**config.mk**
```make
export PLATFORM = sky130hd
export DESIGN_NAME = evm_multi
export DESIGN_NICKNAME = d
export VERILOG_FILES = /design/src/rtl/evm_pkg.sv /design/src/rtl/evm_debounce.sv /design/src/rtl/evm_multi.sv
export SDC_FILE = /design/constraint.sdc
export NUM_CORES = 1
export LEC_CHECK = 0
export CAP_MARGIN = 5
export CORE_MARGIN = 2
export CORE_UTILIZATION = 50
export DETAILED_ROUTE_END_ITERATION = 8
export PLACE_DENSITY = 0.75
export SLEW_MARGIN = 20
export SYNTH_ARGS = -nofsm -noshare
export SYNTH_HDL_FRONTEND = slang
export SYNTH_SLANG_ARGS = --single-unit
```
**constraint.sdc**
```tcl
create_clock -name clk -period 8.5 [get_ports clk]
set_input_delay 1.7 -clock clk [delete_from_list [all_inputs] [get_ports clk]]
set_output_delay 1.7 -clock clk [all_outputs]
set_load 0.05 [all_outputs]
```
**src/rtl/evm_pkg.sv**
```systemverilog
// Shared types and helpers for the multi-party voting machine.
package evm_pkg;

    localparam int unsigned MAX_PARTIES = 16;
    localparam int unsigned MAX_CNT_W   = 32;
    localparam int unsigned IDX_W       = 4;

    typedef enum logic [1:0] {
        IDLE  = 2'd0,
        ARMED = 2'd1,
        LOCK  = 2'd2
    } state_t;

    typedef logic [MAX_CNT_W-1:0]   tally_t;
    typedef logic [MAX_PARTIES-1:0] sel_t;
    typedef logic [IDX_W-1:0]       idx_t;

    // True when exactly one bit is set; all-zero is not one-hot.
    function automatic logic onehot(input sel_t v);
        return (v != '0) && ((v & (v - sel_t'(1))) == '0);
    endfunction

    // Lowest index holding the maximum tally (unused slots are zero).
    function automatic idx_t argmax(input tally_t t [MAX_PARTIES]);
        idx_t best;
        best = '0;
        for (int i = 1; i < MAX_PARTIES; i++) begin
            if (t[i] > t[best]) best = IDX_W'(i);
        end
        return best;
    endfunction

    // More than one party shares a nonzero maximum.
    function automatic logic has_tie(input tally_t t [MAX_PARTIES]);
        tally_t      mx;
        int unsigned n;
        mx = t[argmax(t)];
        n  = 0;
        for (int i = 0; i < MAX_PARTIES; i++) begin
            if (t[i] == mx) n++;
        end
        return (mx != '0) && (n > 1);
    endfunction

endpackage

```
**src/rtl/evm_debounce.sv**
```systemverilog
// Button conditioning: 2-FF synchroniser, stability counter, rising-edge press pulse.
module evm_debounce #(
    parameter int unsigned DEBOUNCE_W = 16
) (
    input  logic clk,
    input  logic rst_n,
    input  logic btn,
    output logic press,
    output logic db_level
);

    // Toggle on the (2^W-1)th consecutive disagreeing cycle.
    localparam logic [DEBOUNCE_W-1:0] CNT_LAST = ~DEBOUNCE_W'(1);

    logic                  sync1;
    logic                  sync2;
    logic                  valid1;
    logic                  valid2;
    logic                  seen_release;
    logic [DEBOUNCE_W-1:0] cnt;

    // seen_release blocks a press from a button already held when reset lifts.
    always_ff @(posedge clk or negedge rst_n) begin
        if (!rst_n) begin
            sync1        <= 1'b0;
            sync2        <= 1'b0;
            valid1       <= 1'b0;
            valid2       <= 1'b0;
            seen_release <= 1'b0;
            cnt          <= '0;
            db_level     <= 1'b0;
            press        <= 1'b0;
        end else begin
            sync1        <= btn;
            sync2        <= sync1;
            valid1       <= 1'b1;
            valid2       <= valid1;
            seen_release <= seen_release | (valid2 & ~sync2);
            press        <= 1'b0;
            if (sync2 != db_level) begin
                if (cnt == CNT_LAST) begin
                    db_level <= sync2;
                    cnt      <= '0;
                    press    <= sync2 & seen_release;
                end else begin
                    cnt <= cnt + DEBOUNCE_W'(1);
                end
            end else begin
                cnt <= '0;
            end
        end
    end

endmodule

```
**src/rtl/evm_multi.sv**
```systemverilog
// Multi-party voting machine: session FSM, saturating tallies, leader/tie display.
module evm_multi
    import evm_pkg::*;
#(
    parameter int unsigned NUM_PARTIES    = 4,
    parameter int unsigned CNT_W          = 8,
    parameter int unsigned DEBOUNCE_W     = 16,
    parameter int unsigned LOCKOUT_CYCLES = 1000
) (
    input  logic                                clk,
    input  logic                                rst_n,
    input  logic [NUM_PARTIES-1:0]              vote_input,
    input  logic                                start_vote,
    input  logic                                btn,
    input  logic                                clear_req,
    output logic [NUM_PARTIES-1:0]              party_led,
    output logic                                invalid_vote,
    output logic                                vote_accepted,
    output logic                                vote_rejected,
    output logic [NUM_PARTIES*CNT_W-1:0]        party_votes,
    output logic [CNT_W+$clog2(NUM_PARTIES)-1:0] total_votes,
    output logic [$clog2(NUM_PARTIES)-1:0]      leader,
    output logic                                tie,
    output logic [1:0]                          state_o
);

    localparam int unsigned LW        = $clog2(NUM_PARTIES);
    localparam int unsigned TW        = CNT_W + LW;
    localparam int unsigned LCK_W     = (LOCKOUT_CYCLES > 1) ? $clog2(LOCKOUT_CYCLES) : 1;
    localparam logic [LCK_W-1:0] LOCK_LOAD = LCK_W'(LOCKOUT_CYCLES - 1);
    localparam logic [CNT_W-1:0] CNT_MAX   = '1;

    state_t                 state;
    logic [CNT_W-1:0]       tally [NUM_PARTIES];
    logic [LCK_W-1:0]       lock_cnt;
    logic                   press;
    logic                   db_level;
    logic                   sel_ok;
    logic                   sel_sat;
    logic                   try_cast;
    logic [NUM_PARTIES-1:0] sat_vec;
    tally_t                 tally_ext [MAX_PARTIES];

    evm_debounce #(
        .DEBOUNCE_W(DEBOUNCE_W)
    ) u_debounce (
        .clk     (clk),
        .rst_n   (rst_n),
        .btn     (btn),
        .press   (press),
        .db_level(db_level)
    );

    // Selection qualification; decisions are made in the press cycle.
    assign sel_ok        = onehot(sel_t'(vote_input));
    assign sel_sat       = |(vote_input & sat_vec);
    assign try_cast      = (state == ARMED) & start_vote & press;
    assign vote_accepted = try_cast & sel_ok & ~sel_sat;
    assign vote_rejected = try_cast & ~(sel_ok & ~sel_sat);
    assign party_led     = (rst_n & start_vote & sel_ok) ? vote_input : '0;
    assign invalid_vote  = rst_n & start_vote & ~sel_ok;
    assign state_o       = state;

    // Tally packing, saturation flags, full-width total.
    always_comb begin
        party_votes = '0;
        sat_vec     = '0;
        total_votes = '0;
        for (int i = 0; i < int'(MAX_PARTIES); i++) tally_ext[i] = '0;
        for (int i = 0; i < int'(NUM_PARTIES); i++) begin
            tally_ext[i]                 = tally_t'(tally[i]);
            party_votes[i*CNT_W +: CNT_W] = tally[i];
            sat_vec[i]                   = (tally[i] == CNT_MAX);
            total_votes                  = total_votes + TW'(tally[i]);
        end
    end

    assign leader = LW'(argmax(tally_ext));
    assign tie    = has_tie(tally_ext);

    // Session FSM with tallies and lockout counter.
    always_ff @(posedge clk or negedge rst_n) begin
        if (!rst_n) begin
            state    <= IDLE;
            lock_cnt <= '0;
            for (int i = 0; i < int'(NUM_PARTIES); i++) tally[i] <= '0;
        end else begin
            case (state)
                IDLE: begin
                    if (clear_req) begin
                        for (int i = 0; i < int'(NUM_PARTIES); i++) tally[i] <= '0;
                    end
                    if (start_vote) state <= ARMED;
                end
                ARMED: begin
                    if (vote_accepted) begin
                        for (int i = 0; i < int'(NUM_PARTIES); i++) begin
                            if (vote_input[i]) tally[i] <= tally[i] + CNT_W'(1);
                        end
                        lock_cnt <= LOCK_LOAD;
                        state    <= LOCK;
                    end else if (!start_vote) begin
                        state <= IDLE;
                    end
                end
                LOCK: begin
                    if (lock_cnt != '0) begin
                        lock_cnt <= lock_cnt - LCK_W'(1);
                    end else if (!db_level) begin
                        state <= start_vote ? ARMED : IDLE;
                    end
                end
                default: state <= IDLE;
            endcase
        end
    end

endmodule

```
==> results of run 1 <==
## metal layers
| layer | wire (microns) | vias up |
|---|---|---|
| met5 | 0 | - |
| met3 | 1575 | 78 |
| met2 | 9076 | 287 |
| met4 | 901 | 0 |
| met1 | 7136 | 2657 |
| li1 | - | 2459 |
## cell families after synthesis
group                      after synthesis  synth area share (%)
DFF                                     67                 30.18
xor gates and xnor gates                70                 11.04
and+or+nand+nor                        229                 20.32
muxes                                   13                 2.523
AOI/OAI and AO/OA                      122                 14.71
buffers and inverters                   79                 5.721
other                                    1               0.06750
adders and majority gates               59                 15.45
## report_power, final
| part | switching, uW | internal, uW |
|---|---|---|
| logic | 15.0 | 7.01 |
| registers | 2.10 | 321 |
| clock network | 127 | 194 |
| total | 144 | 522 |
## worst max-delay path: cells and delay by family (launching register included)
kind,cells,cell delay (ns)
compound gates,9,1.59
fa+ha+maj,5,1.34
buf+inv,9,1.27
simple gates,6,0.89
mux,2,0.67
flops,1,0.40
xor+xnor,2,0.24
## stage by stage
stage	instances	TNS, ns	setup slack, ns
floorplan	640	0	0.01179
global placement	859	0	0.1058
detailed placement	859	-0.1076	-0.1076
global route	897	-0.2265	-0.2265
CTS	888	0	0.003275
finish	897	0	0.02343
## cell usage in the layout (no fill, tap or decap), types with 7 or more instances in the layout
cell             instances
a21oi_1                 24
a21oi_2                 11
buf_4                   58
clkbuf_8                 9
clkdlybuf4s50_1         60
dfrtp_1                 57
dfrtp_2                 10
fa_1                    16
ha_1                    34
ha_4                     8
inv_1                   48
mux2_4                   7
nand2_1                 35
nand3_1                 22
nand4_1                 17
nor2_1                  73
nor3_1                  15
nor4_1                   9
o21ai_0                 20
o22ai_1                 16
or3_1                    8
xnor2_1                 45
xor2_1                  20
## worst paths after layout
kind / startpoint / endpoint / slack (ns) / cells past startpoint
max: party_votes[3] / tie / 0.02 / 33
min: u_debounce.valid1 / u_debounce.valid2 / 0.36 / 0
max reg2reg: party_votes[25] / party_votes[15] / 4.80 / 12
min reg2reg: u_debounce.valid1 / u_debounce.valid2 / 0.36 / 0
max in group asynchronous: rst_n / party_votes[3] / 6.36 / 2
min in group asynchronous: rst_n / u_debounce.cnt[2] / 1.52 / 2
## what timing repair did
item	CTS	global route
setup endpoints to repair	1	1
resized for setup	19	55
cloned	1	0
endpoints found under the hold margin	0	0
setup buffers	12	10
pin swaps	9	27
## cell type report
cell class                      instances  area [sq um]
Multi-Input combinational cell        494          3963
Fill cell                             890          3420
Sequential cell                        67          1689
Timing Repair Buffer                  127          1152
Inverter                               53         201.4
Tap cell                              140         175.2
Clock buffer                            9         123.9
Clock inverter                          7         116.4
## registers in the layout (all words and copies together), names as in the netlist
signal                   count
party_votes                 32
u_debounce.cnt              16
lock_cnt                    10
state_o                      2
u_debounce.db_level          1
u_debounce.press             1
u_debounce.seen_release      1
u_debounce.sync1             1
u_debounce.sync2             1
u_debounce.valid1            1
u_debounce.valid2            1
==> impl_metrics.json, run 1 <==
{
  "synth_most_common_cell": "nor2_1",
  "drive_above_1_share_pct": 22.19,
  "grt_pass1_vias": 5507,
  "ant_nets": 0,
  "synth_seq_cells": 67,
  "io_pins": 63,
  "max-slew-margin-rel_pct": 31.36,
  "cts_buffers": 9,
  "cts.clk_slew.worst_paths_ns": 0.07,
  "critical_path.slowest_cell": "dfrtp_2",
  "wire_per_inst_microns": 20.84,
  "port_buffers": 62,
  "route.detailed.drc": 0,
  "fin_nets": 820,
  "dieArea_sq_um": 11970,
  "cp-start-kind": "flop",
  "ys_async_sr_fraction_pct": 100.0,
  "stdcell_area_sq_um": 7421,
  "synth_warnings": 0,
  "hold_class": "reg -> reg",
  "grt-ovfl-total": 0,
  "leakagePower_uw": 0.003171,
  "finalPower_uw": 666.0,
  "tightest_slew_ns": 1.023,
  "clock.fmax_mhz": 118.0,
  "yosysTopAreaCellShare_pct": 30.18,
  "use_met2_pct": 54.23,
  "die_width_microns": 109.4,
  "drv_slew": 0,
  "cts_tree": "yes",
  "cp.arrival_ns": 6.78,
  "fin_crit_sh_pct": 99.72,
  "synth.area.top_cells": "dfrtp_1 30%, ha_1 9.7%, xnor2_1 7.7%",
  "placed_cell_area_sq_um": 6641,
  "crit_path_end_kind": "output pin",
  "setup_viol": 0,
  "hold_buffers": 0,
  "met1_usage_pct": 39.84,
  "synth_nets": 708,
  "timing.critical_path.mode_cell": "ha_1",
  "syn_avg_cell_area_sq_um": 8.680,
  "cp_slowest_stage_delay_ns": 0.40,
  "synth-edff-count": 0,
  "viasPerCell": 6.110,
  "syn_inst": 640,
  "p_per_area_nw_per_um2": 89.75,
  "synthFlopType": "dfrtp_1",
  "vdd_drop_max_mv": 0.1425,
  "coreArea_sq_um": 10840,
  "ys_seq_area_share_pct": 30.18,
  "post-route-min-period_ns": 8.477,
  "std_cell_rows": 38,
  "postLayoutCoreUtil_pct": 68.46,
  "status": "complete, no violations",
  "drt_wl_total_microns": 18690,
  "drv_cap": 0,
  "diodes": 0,
  "grtUsageTotal_pct": 32.44,
  "hold_viol_final": 0,
  "grt.busiest_layer": "met2",
  "cts_buffer_depth": 2,
  "syn_area_sq_um": 5555,
  "synth_common_cells": "82 x nor2_1, 67 x dfrtp_1, 52 x inv_1",
  "firstDrtPassIters": 5,
  "hpwl_microns": 13310,
  "antenna_found_initial": 0,
  "die_y_microns": 109.4,
  "grt_util_met3_pct": 6.639,
  "yosysTopAreaCell": "dfrtp_1",
  "rsz0062_at_grt": "yes",
  "clock-skew-final_ns": 0.004729,
  "cts.sinks": 67,
  "htree_levels": 3,
  "grt_max_degree": 69,
  "vias": 5481,
  "worstSetupPathType": "reg -> out",
  "crit_fanout": 9,
  "root_buffer": "clkbuf_8",
  "grt_pass1_wl_microns": 28960,
  "whs_ns": 0.3574,
  "cp.required_ns": 6.80,
  "place_congestion": 1.003,
  "drtIter0Drc": 444,
  "synth_cell_type_count": 63,
  "areaGrowthSynthToFinish_pct": 33.58,
  "start_util_pct": 51.25,
  "clk_latency_ns": 0.36
}
No activity file was read; power rests on OpenSTA's default activity.
==> run 2: changes to the inputs <==
--- a/config.mk
+++ b/config.mk
@@ -6,10 +6,10 @@
 export NUM_CORES = 1
 export LEC_CHECK = 0
 export CAP_MARGIN = 5
-export CORE_MARGIN = 2
+export CORE_MARGIN = 8
 export CORE_UTILIZATION = 50
 export DETAILED_ROUTE_END_ITERATION = 8
-export PLACE_DENSITY = 0.75
+export PLACE_DENSITY = 0.72
 export SLEW_MARGIN = 20
 export SYNTH_ARGS = -nofsm -noshare
 export SYNTH_HDL_FRONTEND = slang
==> constraint.sdc (replaced) <==
create_clock -name clk -period 10.1 [get_ports clk]
set_input_delay 2.02 -clock clk [delete_from_list [all_inputs] [get_ports clk]]
set_output_delay 2.02 -clock clk [all_outputs]
set_load 0.05 [all_outputs]
==> impl_metrics.json, run 2 (synthesis results as in run 1) <==
{
  "status": "complete, no violations",
  "tightest_slew_ns": 1.027,
  "cp_slowest_stage_delay_ns": 0.54,
  "port_buffers": 62,
  "clock-skew-final_ns": 0.01094,
  "hold_viol_final": 0,
  "cts_buffer_depth": 2,
  "fin_crit_sh_pct": 96.04,
  "viasPerCell": 5.946,
  "setup_viol": 0,
  "leakagePower_uw": 0.002879,
  "mostFrequentLayoutCells": "82 x nor2_1, 66 x dfrtp_1, 60 x clkdlybuf4s50_1, 52 x inv_1, 49 x xnor2_1",
  "critical_path.slowest_cell": "dfrtp_1",
  "route.detailed.drc": 0,
  "crit_fanout": 13,
  "fin_nets": 781,
  "die_y_microns": 121.4,
  "clock.fmax_mhz": 103.1,
  "setup_ws_ns": 0.4004,
  "crit_path_end_kind": "output pin",
  "cts_tree": "yes",
  "grt_pass1_wl_microns": 27230,
  "whs_ns": 0.3597,
  "diodes": 0,
  "wire_per_inst_microns": 19.97,
  "dieArea_sq_um": 14740,
  "cp-start-kind": "flop",
  "cts_buffers": 9,
  "drv_cap": 0,
  "drtIter0Drc": 345,
  "cts.clk_slew.worst_paths_ns": 0.07,
  "cp.arrival_ns": 7.68,
  "post_cts.repair.setup_buffers": 0,
  "antenna_found_initial": 0,
  "rsz0062_at_grt": "no",
  "post-route-min-period_ns": 9.700,
  "grt_pass1_vias": 5235,
  "io_pins": 63,
  "finalSetupTns_ns": 0,
  "timing.critical_path.mode_cell": "ha_1",
  "firstDrtPassIters": 5,
  "hpwl_microns": 12820,
  "vdd_drop_max_mv": 0.08979,
  "fillers": 930,
  "hold_buffers": 0,
  "final_common_cell": "nor2_1",
  "drt_wl_total_microns": 17140,
  "regArea_sq_um": 1678,
  "place_ws_ns": 0.4196,
  "p_per_area_nw_per_um2": 77.35,
  "die_width_microns": 121.4,
  "areaGrowthSynthToFinish_pct": 19.50,
  "drv_slew": 0,
  "cts.sinks": 67,
  "grtUsageTotal_pct": 23.59,
  "worstSetupPathType": "reg -> out",
  "ant_nets": 0,
  "place_congestion": 1.016,
  "clk_latency_ns": 0.36,
  "cts_resized": 0,
  "largest_register_ffs": 32,
  "grt-ovfl-total": 0,
  "grt_max_degree": 69,
  "vias": 5102,
  "cp.required_ns": 8.08,
  "hold_class": "reg -> reg",
  "multi_input_area_sq_um": 3578,
  "drive_above_1_share_pct": 8.774,
  "root_buffer": "clkbuf_8",
  "std_cell_rows": 38,
  "start_util_pct": 51.25,
  "max-slew-margin-rel_pct": 31.09,
  "htree_levels": 3,
  "coreArea_sq_um": 10840
}
run 2: path summary, 6_finish.rpt:
check                                  startpoint            endpoint  slack, ns  cells past startpoint
worst max-delay path               party_votes[5]                 tie       0.40                     31
worst min-delay path            u_debounce.valid1   u_debounce.valid2       0.36                      0
worst max register to register    party_votes[25]     party_votes[15]       6.37                     12
worst min register to register  u_debounce.valid1   u_debounce.valid2       0.36                      0
max in group asynchronous                   rst_n      party_votes[7]       7.64                      2
min in group asynchronous                   rst_n  u_debounce.cnt[10]       1.85                      2
run 2: worst max-delay path: cells and delay by family, from the launching register on:
kind            cells  cell delay [ns]
compound gates     10             2.75
fa+ha+maj           5             1.48
simple gates        8             1.18
buf+inv             5             0.86
flops               1             0.54
xor+xnor            3             0.50
run 2: metrics by stage:
stage	cells	total power (uW)	utilization, %	area (sq um)
final	858	513.5	61.24	6639
after global routing	858	529.8	61.24	6639
after CTS	858	517.8	61.13	6626
after detailed placement	842	296.2	59.40	6439
after global placement	842	295.6	59.40	6439
after floorplan	640	284.0	-	5562
run 2: area by class of cell:
type	count	share of cell area (%)
inverters	53	2.997
repair buffers	88	12.36
clock buffers	14	2.299
well taps	140	2.639
flip-flops and latches	67	25.27
clock inverters	2	0.5277
multi-input cells	494	53.90
run 2: layer usage:
layer / GRT usage [%] / wire [microns] / vias up
met5: 0 / 0 / -
met4: 10.25 / 567 / 0
met3: 5.119 / 1248 / 52
met2: 40.50 / 8250 / 177
met1: 27.73 / 7072 / 2480
li1: - / - / 2393
run 2: power breakdown:
group	switching (uW)	leakage, uW	internal (uW)	total [uW]
registers	1.87	0.000787	270	272
logic	13.1	0.00200	5.91	19.0
clock network	102	0.0000947	121	223
total	117	0.00288	397	514
